===== config.mk =====
export PLATFORM = sky130hd
export DESIGN_NAME = dcache_ctrl
export DESIGN_NICKNAME = d
export VERILOG_FILES = /design/src/rtl/dcache_ctrl.sv
export SDC_FILE = /design/constraint.sdc
export NUM_CORES = 2
export LEC_CHECK = 0
export CORE_MARGIN = 3
export CORE_UTILIZATION = 35
export CTS_BUF_LIST = sky130_fd_sc_hd__clkbuf_16
export DETAILED_ROUTE_END_ITERATION = 12
export PLACE_DENSITY_LB_ADDON = 0.12
export SETUP_SLACK_MARGIN = 0.15
export SYNTH_ARGS = -nofsm -noshare
export SYNTH_HDL_FRONTEND = slang
export SYNTH_SLANG_ARGS = --single-unit

===== constraint.sdc =====
create_clock -name clk_i -period 11.2 [get_ports clk_i]
set_input_delay 2.24 -clock clk_i [delete_from_list [all_inputs] [get_ports clk_i]]
set_output_delay 2.24 -clock clk_i [all_outputs]
set_load 0.01 [all_outputs]

===== src/rtl/dcache_ctrl.sv =====
// Direct-mapped, write-back, write-allocate data cache controller for the MEM stage.
// Lines are four 32-bit words; refills and write-backs move whole lines over one req/ack channel.
module dcache_ctrl #(
  parameter int unsigned INDEX_BITS = 4
) (
  input  logic         clk_i,
  input  logic         rst_i,
  input  logic [31:0]  addr_i,
  input  logic         memRead_i,
  input  logic         memWrite_i,
  input  logic [31:0]  Write_Data_i,
  output logic [31:0]  Read_Data_o,
  output logic         stall_o,
  output logic         mem_req_o,
  output logic         mem_we_o,
  output logic [31:0]  mem_addr_o,
  output logic [127:0] mem_data_o,
  input  logic [127:0] mem_data_i,
  input  logic         mem_ack_i
);

  localparam int unsigned TagBits = 28 - INDEX_BITS;
  localparam int unsigned Lines   = 1 << INDEX_BITS;

  typedef enum logic [1:0] {StIdle, StWriteback, StAllocate} state_e;

  state_e state_q, state_d;

  logic [Lines-1:0]   valid_q;
  logic [Lines-1:0]   dirty_q;
  logic [TagBits-1:0] tag_q  [Lines];
  logic [127:0]       data_q [Lines];

  logic [TagBits-1:0]    miss_tag_q, miss_tag_d;
  logic [INDEX_BITS-1:0] miss_idx_q, miss_idx_d;

  logic         mem_req_q, mem_req_d;
  logic         mem_we_q, mem_we_d;
  logic [31:0]  mem_addr_q, mem_addr_d;
  logic [127:0] mem_data_q, mem_data_d;

  logic [TagBits-1:0]    addr_tag;
  logic [INDEX_BITS-1:0] addr_idx;
  logic [1:0]            addr_word;
  logic                  unused_addr;

  assign addr_tag    = addr_i[31:4+INDEX_BITS];
  assign addr_idx    = addr_i[3+INDEX_BITS:4];
  assign addr_word   = addr_i[3:2];
  assign unused_addr = ^addr_i[1:0];

  logic access, hit, victim_dirty, write_hit, miss_start, fill_done;

  assign access       = memRead_i | memWrite_i;
  assign hit          = valid_q[addr_idx] && (tag_q[addr_idx] == addr_tag);
  assign victim_dirty = valid_q[addr_idx] & dirty_q[addr_idx];
  assign write_hit    = (state_q == StIdle) && memWrite_i && hit;
  assign miss_start   = (state_q == StIdle) && access && !hit;
  assign fill_done    = (state_q == StAllocate) && mem_ack_i;

  always_comb begin
    state_d    = state_q;
    miss_tag_d = miss_tag_q;
    miss_idx_d = miss_idx_q;
    mem_req_d  = mem_req_q;
    mem_we_d   = mem_we_q;
    mem_addr_d = mem_addr_q;
    mem_data_d = mem_data_q;
    unique case (state_q)
      StIdle: begin
        if (miss_start) begin
          miss_tag_d = addr_tag;
          miss_idx_d = addr_idx;
          mem_req_d  = 1'b1;
          if (victim_dirty) begin
            state_d    = StWriteback;
            mem_we_d   = 1'b1;
            mem_addr_d = {tag_q[addr_idx], addr_idx, 4'b0000};
            mem_data_d = data_q[addr_idx];
          end else begin
            state_d    = StAllocate;
            mem_we_d   = 1'b0;
            mem_addr_d = {addr_tag, addr_idx, 4'b0000};
          end
        end
      end
      StWriteback: begin
        if (mem_ack_i) begin
          state_d    = StAllocate;
          mem_we_d   = 1'b0;
          mem_addr_d = {miss_tag_q, miss_idx_q, 4'b0000};
        end
      end
      StAllocate: begin
        if (mem_ack_i) begin
          state_d   = StIdle;
          mem_req_d = 1'b0;
          mem_we_d  = 1'b0;
        end
      end
      default: state_d = StIdle;
    endcase
  end

  always_ff @(posedge clk_i or negedge rst_i) begin
    if (!rst_i) begin
      state_q    <= StIdle;
      miss_tag_q <= '0;
      miss_idx_q <= '0;
      mem_req_q  <= 1'b0;
      mem_we_q   <= 1'b0;
      mem_addr_q <= '0;
      mem_data_q <= '0;
    end else begin
      state_q    <= state_d;
      miss_tag_q <= miss_tag_d;
      miss_idx_q <= miss_idx_d;
      mem_req_q  <= mem_req_d;
      mem_we_q   <= mem_we_d;
      mem_addr_q <= mem_addr_d;
      mem_data_q <= mem_data_d;
    end
  end

  always_ff @(posedge clk_i or negedge rst_i) begin
    if (!rst_i) begin
      valid_q <= '0;
      dirty_q <= '0;
    end else if (fill_done) begin
      valid_q[miss_idx_q] <= 1'b1;
      dirty_q[miss_idx_q] <= 1'b0;
    end else if (write_hit) begin
      dirty_q[addr_idx] <= 1'b1;
    end
  end

  // Tag and data storage carry no reset; valid bits guard their contents.
  always_ff @(posedge clk_i) begin
    if (fill_done) begin
      data_q[miss_idx_q] <= mem_data_i;
      tag_q[miss_idx_q]  <= miss_tag_q;
    end else if (write_hit) begin
      data_q[addr_idx][{addr_word, 5'b00000} +: 32] <= Write_Data_i;
    end
  end

  always_comb begin
    Read_Data_o = '0;
    if ((state_q == StIdle) && memRead_i && !memWrite_i && hit) begin
      Read_Data_o = data_q[addr_idx][{addr_word, 5'b00000} +: 32];
    end
  end

  assign stall_o    = (state_q != StIdle) || miss_start;
  assign mem_req_o  = mem_req_q;
  assign mem_we_o   = mem_we_q;
  assign mem_addr_o = mem_addr_q;
  assign mem_data_o = mem_data_q;

endmodule


==> flow_summary.json <==
{
  "r2r_setup_slack_ns": 5.20,
  "crit_arrival_ns": 7.30,
  "r2r_end": "data_q[10][121]$_DFFE_PP_",
  "synth.ff_latch_count": 2652,
  "tightest_slew_ns": 1.31,
  "cts_buffers": 298,
  "drt-pass1-iter-count": 7,
  "start_kind": "primary input",
  "switchingPower_mw": 6.67,
  "io_pins": 392,
  "antenna_found_initial": 39,
  "vias": 54200,
  "final_area_um2": 125000,
  "hold_violations": 0,
  "yosysSeqAreaShare_pct": 74.2,
  "synth.largest_area_cell": "edfxtp_1",
  "fill_cells": 26400,
  "ys_types": 73,
  "layout-drive-gt1-share_pct": 28.1,
  "min_path_cells": 1,
  "reg2reg_from": "tag_q[13][3]$_DFFE_PP_",
  "switching_share_pct": 26.1,
  "p_comb_share_pct": 14.2,
  "synth_warnings": 0,
  "grt.overflow.total": 0,
  "post-cts-setup-buffers": 0,
  "min_from": "valid_q[15]$_DFFE_PN0P_",
  "finalMaxSlewViolations": 0,
  "core-area_um2": 301000,
  "setup_violations": 0,
  "synthToLayoutAreaGrowth_pct": 18.2,
  "power_mw": 25.6,
  "holdBufCountCts": 0,
  "htreeDepth": 5,
  "holdCritPathClass": "reg -> reg",
  "netlist_area_um2": 106000,
  "dp_hpwl_um": 211000,
  "slew_headroom_pct": 11.8,
  "gp_congestion": 0.785,
  "status": "finished clean",
  "viasPerCell": 5.50,
  "synth_top_area_share_pct": 69.0,
  "grt_usage_pct": 22.2,
  "drc": 0,
  "syn_area_per_cell_um2": 21.1,
  "seq_power_share_pct": 49.0,
  "tritoncts": "built",
  "fmax_mhz": 105,
  "layout_min_cycle_time_ns": 9.54,
  "cts_root_buffer": "clkbuf_16",
  "cts_resized": 0,
  "synth-main-ff-cell": "edfxtp_1",
  "synthTopCellsByArea": "edfxtp_1, mux4_2, dfrtp_1, mux2_2, mux2i_1",
  "final_cell_mix": "edfxtp_1, mux4_2, clkdlybuf4s50_1, clkbuf_16, inv_1",
  "path_class": "in -> out",
  "peakVddDrop_uv": 126,
  "grt_max_degree": 138,
  "setup-tns-final_ns": 0,
  "leakage_nw": 40.7,
  "final_nets": 5839,
  "critPathRequiredTime_ns": 8.96,
  "avgRoutedWirePerCell_um": 35.2,
  "syn-instance-count": 5016,
  "final_antenna_net_count": 0,
  "die_w_um": 556,
  "reg2regPathDepth": 10,
  "fin_cells": 9853,
  "grt_pass1_vias": 55900,
  "clkPwrFrac_pct": 36.8,
  "min_to": "valid_q[15]$_DFFE_PN0P_",
  "internal-power_mw": 18.9,
  "dp.cells": 9293,
  "initial_core_util_pct": 35.2,
  "cap_violations": 0,
  "drt_wl_total_um": 347000,
  "post-route-period-util_pct": 85.2,
  "critPathMaxFanout": 67,
  "grt_pass1_wl_um": 474000,
  "die_area_um2": 309000,
  "num_rows": 201,
  "clock_skew_ns": 0.0478,
  "dpl_cell_area_um2": 116000,
  "portBuffers": 385,
  "synth-edff-count": 2432,
  "rsz0062_at_grt": "false",
  "clock_latency_ns": 0.90,
  "die_h_um": 556,
  "final_common_cell": "edfxtp_1",
  "power_density_nw_per_um2": 204,
  "async_flop_share_pct": 8.30,
  "worst_setup_path_end_kind": "output port",
  "clkSinkCount": 2652,
  "clkTransAtPathRegs_ns": 0.06,
  "drtIter0Drc": 5927,
  "clock_path_buffers": 4
}
==> stage by stage <==
step           util [%]  hold slack (ns)  setup slack (ns)
4_1_cts            41.6            0.463              1.66
3_5_place_dp       38.5            0.448              1.66
5_1_grt            41.6            0.473              1.39
2_1_floorplan         -            0.429              3.55
3_3_place_gp       38.5            0.445              1.74
6_report           41.6            0.460              1.66
==> state kept, by name, summed over array words and instances, names as in the netlist <==
register	count
dirty_q	16
state_q	2
data_q	2048
tag_q	384
valid_q	16
mem_req_o	1
miss_tag_q	24
mem_addr_o	28
miss_idx_q	4
mem_data_o	128
mem_we_o	1
==> final cells by class <==
| type | instances | area (um2) | area share (%) |
|---|---|---|---|
| clock inverter | 235 | 1660 | 1.33 |
| tap | 3958 | 4950 | 3.96 |
| antenna | 21 | 52.6 | 0.0420 |
| clock buffer | 304 | 7610 | 6.08 |
| multi-input combinational | 1919 | 26000 | 20.8 |
| timing repair buffer | 609 | 5710 | 4.57 |
| inverter | 155 | 591 | 0.472 |
| sequential | 2652 | 78500 | 62.8 |
==> power groups by stage <==
stage | Combinational [mW] | Clock [mW] | Sequential, mW
2_1_floorplan | 1.63 | 0 | 12.6
3_3_place_gp | 3.68 | 0 | 12.7
3_5_place_dp | 3.70 | 0 | 12.7
4_1_cts | 3.71 | 9.62 | 12.5
5_1_grt | 3.81 | 10.0 | 12.6
6_report | 3.63 | 9.40 | 12.5
==> cell families (layout without fill, tap and decap cells) <==
logic type | Yosys count | after routing | synth area share [%]
AOI/OAI and AO/OA | 331 | 331 | 1.84
xor gates and xnor gates | 22 | 22 | 0.182
adders and majority gates | 7 | 7 | 0.0827
buffers and inverters | 448 | 1303 | 1.95
DFF | 2652 | 2652 | 74.2
muxes | 1095 | 1095 | 19.6
other | 1 | 25 | 0.00354
and+or+nand+nor | 460 | 460 | 2.13
==> worst max-delay path, cell delays in order <==
cell	delay [ns]
buf_8	0.57
buf_4	0.40
mux4_2	0.58
a22oi_1	0.17
a21oi_1	0.09
a21oi_1	0.28
or4bb_1	0.54
nor4b_2	0.81
nand4_1	0.25
buf_4	0.40
nor2b_1	0.24
clkdlybuf4s50_1	0.56
==> worst max path at each step <==
stage	start	end	slack, ns	depth (start not counted)
after floorplan	addr_i[4]	Read_Data_o[30]	3.55	12
after detailed placement	addr_i[4]	Read_Data_o[11]	1.66	12
after global routing	addr_i[4]	Read_Data_o[3]	1.39	12
after CTS	addr_i[4]	Read_Data_o[11]	1.66	12
final	addr_i[4]	Read_Data_o[11]	1.66	12
after global placement	addr_i[4]	Read_Data_o[20]	1.74	12
==> cell usage after synthesis, drive strengths merged, types with 20 or more instances <==
library cell  instances
buf                 150
clkbuf              143
dfrtp               220
edfxtp             2432
inv                 155
mux2                222
mux2i               116
mux4                757
nand2                71
nand3               137
nor2                124
nor2b                38
o21ai               208
o22ai                23
or2                  20
==> per-layer routing <==
layer  vias to the layer above  global-route usage [%]  wire, um
li1                      22000                       -         -
met1                     29900                    31.0    146000
met2                      1879                    36.4    170000
met3                       403                    3.01     20900
met4                         8                    6.36     10200
met5                         -                       0        51
No activity file was read; power rests on OpenSTA's default activity.
